--- config.mk ---
export PLATFORM = sky130hd
export DESIGN_NAME = ram_copy_engine
export DESIGN_NICKNAME = d
export VERILOG_FILES = /design/src/rtl/copy_pkg.sv /design/src/rtl/copy_addr_counter.sv /design/src/rtl/ram_copy_engine.sv
export SDC_FILE = /design/constraint.sdc
export NUM_CORES = 1
export LEC_CHECK = 0
export CORE_ASPECT_RATIO = 1.1
export CORE_MARGIN = 3
export CORE_UTILIZATION = 30
export CTS_CLUSTER_DIAMETER = 100
export DETAILED_ROUTE_END_ITERATION = 12
export SKIP_LAST_GASP = 1
export SLEW_MARGIN = 10
export SYNTH_ARGS = -nofsm -noshare
export SYNTH_HDL_FRONTEND = slang
export SYNTH_HIERARCHICAL = 1
export SYNTH_SLANG_ARGS = --single-unit
--- constraint.sdc ---
create_clock -name clock -period 4.5 [get_ports clock]
set_input_delay 0.45 -clock clock [delete_from_list [all_inputs] [get_ports clock]]
set_output_delay 0.45 -clock clock [all_outputs]
set_load 0.005 [all_outputs]
--- src/rtl/copy_pkg.sv ---
// Shared FSM state type and modulo-Nloc address adder for the RAM block-copy engine.
package copy_pkg;

    typedef enum logic [1:0] {
        IDLE,
        RUN,
        DRAIN,
        DONE
    } copy_state_e;

    function automatic logic [31:0] add_mod(input logic [31:0] a,
                                            input logic [31:0] b,
                                            input logic [31:0] n);
        return (a + b) % n;
    endfunction

endpackage

--- src/rtl/copy_addr_counter.sv ---
// Base register plus index counter: emits base+index mod Nloc and a terminal-count flag.
module copy_addr_counter
    import copy_pkg::*;
#(
    parameter int Nloc = 16,
    localparam int Abits = $clog2(Nloc)
) (
    input  logic             clock,
    input  logic             reset,
    input  logic             load_i,
    input  logic [Abits-1:0] base_i,
    input  logic             inc_i,
    input  logic [Abits:0]   last_i,
    output logic [Abits-1:0] addr_o,
    output logic             tc_o
);

    logic [Abits-1:0] base_q, base_d;
    logic [Abits:0]   idx_q, idx_d;

    always_comb begin
        base_d = base_q;
        idx_d  = idx_q;
        if (load_i) begin
            base_d = base_i;
            idx_d  = '0;
        end else if (inc_i) begin
            idx_d = idx_q + (Abits+1)'(1);
        end
    end

    always_ff @(posedge clock) begin
        if (reset) begin
            base_q <= '0;
            idx_q  <= '0;
        end else begin
            base_q <= base_d;
            idx_q  <= idx_d;
        end
    end

    assign addr_o = Abits'(add_mod(32'(base_q), 32'(idx_q), 32'(Nloc)));
    assign tc_o   = (idx_q == last_i);

endmodule

--- src/rtl/ram_copy_engine.sv ---
// Block-copy initiator: streams words from the RAM async read port back through its write port.
// Optional COPY_FILL_EN adds fill/fill_value for constant fills that skip the reads.
module ram_copy_engine
    import copy_pkg::*;
#(
    parameter int Nloc  = 16,
    parameter int Dbits = 4,
    localparam int Abits = $clog2(Nloc)
) (
    input  logic             clock,
    input  logic             reset,
    input  logic             start,
    input  logic [Abits-1:0] src,
    input  logic [Abits-1:0] dst,
    input  logic [Abits:0]   len,
    output logic             busy,
    output logic             done,
    output logic             wr,
    output logic [Abits-1:0] addr,
    output logic [Dbits-1:0] din,
    output logic [Abits-1:0] addr2,
`ifdef COPY_FILL_EN
    input  logic             fill,
    input  logic [Dbits-1:0] fill_value,
`endif
    input  logic [Dbits-1:0] dout2
);

    // state | meaning
    // IDLE  | waiting for start; latches src/dst/len
    // RUN   | one read per cycle, write of the previous word
    // DRAIN | final write on the port, no read
    // DONE  | one-cycle completion pulse

    copy_state_e      state_q, state_d;
    logic [Abits:0]   len_q, len_d;
    logic             wr_q, wr_d;
    logic [Abits-1:0] addr_q, addr_d;
    logic [Dbits-1:0] din_q, din_d;

    logic             accept, step;
    logic [Abits-1:0] rd_addr, wr_addr;
    logic             rd_tc, wr_tc;
    logic             fill_mode;
    logic [Dbits-1:0] fwd_word, new_word;

    copy_addr_counter #(.Nloc(Nloc)) u_rd_cnt (
        .clock  (clock),
        .reset  (reset),
        .load_i (accept),
        .base_i (src),
        .inc_i  (step),
        .last_i (len_q - (Abits+1)'(1)),
        .addr_o (rd_addr),
        .tc_o   (rd_tc)
    );

    copy_addr_counter #(.Nloc(Nloc)) u_wr_cnt (
        .clock  (clock),
        .reset  (reset),
        .load_i (accept),
        .base_i (dst),
        .inc_i  (step),
        .last_i (len_q),
        .addr_o (wr_addr),
        .tc_o   (wr_tc)
    );

    assign addr2 = (state_q == RUN && !fill_mode) ? rd_addr : '0;

    // The write in flight this cycle has not reached the RAM yet, so take it from din.
    assign fwd_word = (wr_q && (addr_q == addr2)) ? din_q : dout2;

`ifdef COPY_FILL_EN
    logic             fill_q;
    logic [Dbits-1:0] fill_value_q;

    always_ff @(posedge clock) begin
        if (reset) begin
            fill_q       <= 1'b0;
            fill_value_q <= '0;
        end else if (accept) begin
            fill_q       <= fill;
            fill_value_q <= fill_value;
        end
    end

    assign fill_mode = fill_q;
    assign new_word  = fill_q ? fill_value_q : fwd_word;
`else
    assign fill_mode = 1'b0;
    assign new_word  = fwd_word;
`endif

    always_comb begin
        state_d = state_q;
        wr_d    = 1'b0;
        addr_d  = addr_q;
        din_d   = din_q;
        accept  = 1'b0;
        step    = 1'b0;
        busy    = 1'b0;
        done    = 1'b0;
        case (state_q)
            IDLE: begin
                if (start) begin
                    accept  = 1'b1;
                    state_d = (len == '0) ? DONE : RUN;
                end
            end
            RUN: begin
                busy   = 1'b1;
                step   = 1'b1;
                wr_d   = 1'b1;
                addr_d = wr_addr;
                din_d  = new_word;
                if (rd_tc) state_d = DRAIN;
            end
            DRAIN: begin
                busy = 1'b1;
                if (wr_tc) state_d = DONE;
            end
            DONE: begin
                done    = 1'b1;
                state_d = IDLE;
            end
            default: state_d = IDLE;
        endcase
    end

    assign len_d = accept ? len : len_q;

    always_ff @(posedge clock) begin
        if (reset) begin
            state_q <= IDLE;
            len_q   <= '0;
            wr_q    <= 1'b0;
            addr_q  <= '0;
            din_q   <= '0;
        end else begin
            state_q <= state_d;
            len_q   <= len_d;
            wr_q    <= wr_d;
            addr_q  <= addr_d;
            din_q   <= din_d;
        end
    end

    assign wr   = wr_q;
    assign addr = addr_q;
    assign din  = din_q;

endmodule

# Word level (Yosys, flattened, before mapping)
# Cells that the tools add are included.
# word_totals
register_bits,34
inputBits,20
out_inout_bits,15
word_cells,42
# op_classes
addsub,5
eq_ne,9
muxes,11
bitwise_logic,1
n_reduce_logical,7
# op_table
operator,count
$add A5 B1 Y5 const B,2
$eq A5 B5 Y1,2
$add A4 B4 Y4,2
$mux W2,4
$pmux W2 S4,1
$logic_not A5 Y1,1
$mux W1,5
$sub A5 B1 Y5 const B,1
$eq A2 B2 Y1 const B,2
$eq A4 B4 Y1,1
$mux W4,1
$ne A2 B2 Y1 const B,2
$reduce_or A2 Y1,2
$reduce_and A3 Y1,1
$eq A2 B1 Y1 const B,1
$logic_not A2 Y1,1
$ne A2 B1 Y1 const B,1
$reduce_and A2 Y1,1
$logic_and A1 B1 Y1,1
$not A1 Y1,1

# Longest topological paths before layout
# depth
word_depth,6
depth_mapped,11
ltp_nobuf,11

# Hierarchy
# Netlist, hierarchy kept.
# modules_own_cells
mod,instances,cells_each,area_each_um2,seq_area_each_um2
copy_addr_counter,2,53,520.5,180.2
ram_copy_engine,1,113,930.9,320.3

# Worst setup path before layout
# No wires, ideal clock.
# synth_timing
path_type,flip-flop to flip-flop
startpoint,reg len_q[0]
endpoint,reg state_q[1]
setup_ns,0.079
t_arrival_ns,1.952
required_time_ns,4.421
path_slack_ns,2.469
stages_incl_launch_ff,12
n_path_buf,0
period_less_slack_ns,2.031
path_cell_list,dfxtp_1 -> inv_1 -> ha_1 -> nand2_1 -> xnor2_1 -> xnor2_1 -> nand3_1 -> nor3_1 -> inv_1 -> a222oi_1 -> nor2_1 -> a211oi_2
# synth_between
elab_chain_cells,4
elab_cells_between_ends,6
cone_classes,add/sub (1); eq/ne (4); reduce/logical (1)
# synth_lines
element,line,rtl
"start, declared",ram_copy_engine.sv:36,"logic [Abits:0] len_q, len_d;"
"start signal, assigned",ram_copy_engine.sv:142,len_q <= len_d;
$sub A5 B1 Y5,ram_copy_engine.sv:53,".last_i (len_q - (Abits+1)'(1)),"
$eq A5 B5 Y1,copy_addr_counter.sv:43,assign tc_o = (idx_q == last_i);
net rd_tc,ram_copy_engine.sv:43,"logic rd_tc, wr_tc;"
$ne A2 B2 Y1 (no line),n/a,
$reduce_and A3 Y1 (no line),n/a,
"end signal, assigned",ram_copy_engine.sv:141,state_q <= state_d;
"end, declared",ram_copy_engine.sv:35,"copy_state_e state_q, state_d;"
# The timed path passes the listed nets, and every way through them passes these cells.
# A chain may end at the register's enable or synchronous reset.

# Worst setup path in the final report
# layout_timing
startpoint,reg u_rd_cnt.idx_q[0]
endpoint,out addr2[2]
# layout_between
elab_chain_cells,2
# layout_lines
element,line,rtl
"start, declared",copy_addr_counter.sv:19,"logic [Abits:0] idx_q, idx_d;"
"start signal, assigned",copy_addr_counter.sv:38,idx_q <= idx_d;
$add A4 B4 Y4,copy_pkg.sv:14,return (a + b) % n;
net rd_addr[2],ram_copy_engine.sv:42,"logic [Abits-1:0] rd_addr, wr_addr;"
$mux W4,ram_copy_engine.sv:69,assign addr2 = (state_q == RUN && !fill_mode) ? rd_addr : '0;
"end, declared",ram_copy_engine.sv:21,"output logic [Abits-1:0] addr2,"
# The timed path passes the listed nets, and every way through them passes these cells.

==> impl_metrics.json <==
{
  "drt_first_pass_iters": 4,
  "final_max_slew_viol_count": 0,
  "dr.first_iter.drc_count": 92,
  "drc": 0,
  "dpl_cell_area_um2": 2377,
  "synth_cell_types": 29,
  "r2r_slack_ns": 2.26,
  "port_buffers": 34,
  "antenna_found_initial": 0,
  "start_kind": "flop",
  "ys_async_sr_fraction_pct": 0,
  "ys_seq_area_share_pct": 34.52,
  "hold_violations": 0,
  "rsz0062_at_grt": "no",
  "overflow": 0,
  "die_h_um": 91.03,
  "numCtsBuffers": 5,
  "track_usage_pct": 10.89,
  "cap_violations": 0,
  "clk_latency_ns": 0.28,
  "worstSetupEndpointType": "output port",
  "hp-start": "len_q[0]",
  "grt_pass1_vias": 1456,
  "synth_ff_type": "dfxtp_1",
  "synth_area_per_cell_um2": 9.004,
  "cts_setup_buffers": 0,
  "vias_per_cell": 4.686,
  "synth_area_um2": 1972,
  "finalWeightedCongestion": 0.7525,
  "tritoncts": "done",
  "hp-class": "flop to flop",
  "slew_headroom_pct": 26.09,
  "die-area_um2": 7583,
  "p_total_mw": 1.179,
  "synth_top_area_share_pct": 34.52,
  "grt_pass1_wl_mm": 6.741,
  "p_per_area_nw_per_um2": 474.1,
  "pre_cts_slack_ns": 2.136,
  "ctsHoldBuffers": 0,
  "synthMostInstantiatedCell": "dfxtp_1",
  "wl_mm": 3.984,
  "design.core.area_um2": 6269,
  "ant_nets": 0,
  "wl_per_cell_um": 11.93,
  "ios": 35,
  "synthTopCellsByArea": "dfxtp_1 (35%), ha_1 (8.9%), mux2i_1 (7.6%)",
  "drive_above_1_share_pct": 6.299,
  "finalCritPeriodShare_pct": 58.82,
  "synth-warning-count": 6,
  "path_clk_slew_ns": 0.07,
  "r2r_cells": 11,
  "ys_ff_latch": 34,
  "cts_resized": 0,
  "htree_levels": 2,
  "fin_area_um2": 2487,
  "cts_root_buf": "clkbuf_8",
  "grt_max_degree": 31,
  "period_needed_ns": 2.647,
  "hold_depth": 2,
  "vias": 1565,
  "die_w_um": 83.30,
  "finalClockSkew_ns": 0.005490,
  "initial_core_util_pct": 31.46,
  "worstPathMaxFanout": 5,
  "core.rowCount": 30,
  "status": "completed",
  "syn_nets": 255,
  "setup_ws_ns": 1.853,
  "timing.rr.start": "len_q[0]",
  "synth-edff-count": 0,
  "crit_start": "u_rd_cnt/idx_q[0]",
  "worst_pin_slew_ns": 1.105,
  "rr_endpoint": "state_q[1]",
  "nets": 289,
  "setup_viol": 0,
  "synth_cells": 219,
  "path_class": "flop to output port",
  "cts_sinks": 34,
  "tns_ns": 0,
  "p_leak_nw": 1.007,
  "yosys.area.top_type": "dfxtp_1",
  "diodes": 0,
  "cp.required_ns": 4.05,
  "areaGrowthSynthToFinish_pct": 26.14,
  "vdd_drop_max_v": 0.0002826,
  "netlist_top_cells_count": "dfxtp_1 (34), nor2_1 (21), inv_1 (17), xor2_1 (17), mux2i_1 (15)",
  "cts.path.max_buffers": 2,
  "crit_arrival_ns": 2.20,
  "hold-path-endpoint": "len_q[0]",
  "dp_hpwl_mm": 2.927,
  "max_freq_mhz": 377.8,
  "hold_slack_ns": 0.5114
}
## worst max-delay path, stage by stage, from the launching register on
cell             delay [ns]
dfxtp_1                0.44
ha_1                   0.21
inv_1                  0.05
fa_1                   0.37
xnor2_1                0.20
and2_1                 0.15
clkdlybuf4s50_1        0.49
## how the worst max path moves through the flow
| stage | to | slack (ns) | cells after the start |
|---|---|---|---|
| after floorplan | state_q[1] | 2.47 | 11 |
| after global placement | din[2] | 2.13 | 5 |
| after detailed placement | addr2[2] | 2.14 | 6 |
| after CTS | addr2[2] | 1.82 | 6 |
| after global routing | addr2[2] | 1.71 | 6 |
| final | addr2[2] | 1.85 | 6 |
## through the flow
step | std cells | util (%)
3_5_place_dp | 326 | 37.92
3_3_place_gp | 326 | 37.92
4_1_cts | 334 | 39.68
5_1_grt | 334 | 39.68
2_1_floorplan | 219 | -
6_report | 334 | 39.68
## layout make-up
class / count / area (um2)
Multi-Input combinational cell: 159 / 1177
Timing Repair Buffer: 36 / 355.3
Fill cell: 628 / 3781
Tap cell: 80 / 100.1
Inverter: 17 / 63.81
Clock buffer: 8 / 110.1
Sequential cell: 34 / 680.7
## metal layers
layer	part of all wire (%)	global-route usage, %
met1	46	13.52
met2	48	17.98
met3	3.7	2.359
met4	1.6	4.905
met5	0	0
## layout by cell type (no fill, tap or decap)
cell	n
buf_4	2
mux2i_1	15
a211oi_1	1
nor3b_1	4
a21o_1	2
ha_1	14
nor3_1	9
dfxtp_1	34
clkdlybuf4s50_1	34
fa_1	2
o211ai_1	4
nor2b_1	5
inv_1	17
a211oi_2	1
a222oi_1	1
or4_1	1
nor3_2	5
nand2_1	14
clkbuf_8	8
nand3b_1	4
xnor2_1	14
and2_1	4
nand3_1	2
nand4_1	8
nor2_1	21
xor2_1	17
a21oi_1	11
## flip-flops by register name, summed over array words and instances (netlist names)
name,cells
din,4
state_q,2
addr,4
u_rd_cnt/base_q,4
len_q,5
wr,1
u_wr_cnt/idx_q,5
u_wr_cnt/base_q,4
u_rd_cnt/idx_q,5
## kinds of logic after synthesis
family / share of synthesized area [%]
compound gates: 6.599
mux: 7.614
flops: 34.52
buf+inv: 5.774
simple gates: 20.81
xor+xnor: 13.77
fa+ha+maj: 10.91
## power breakdown
| group | total [mW] | internal [mW] | switching [mW] |
|---|---|---|---|
| combinational | 0.501 | 0.245 | 0.256 |
| sequential | 0.415 | 0.357 | 0.0579 |
| clock | 0.264 | 0.155 | 0.109 |
(Power assumes the default switching activity.)
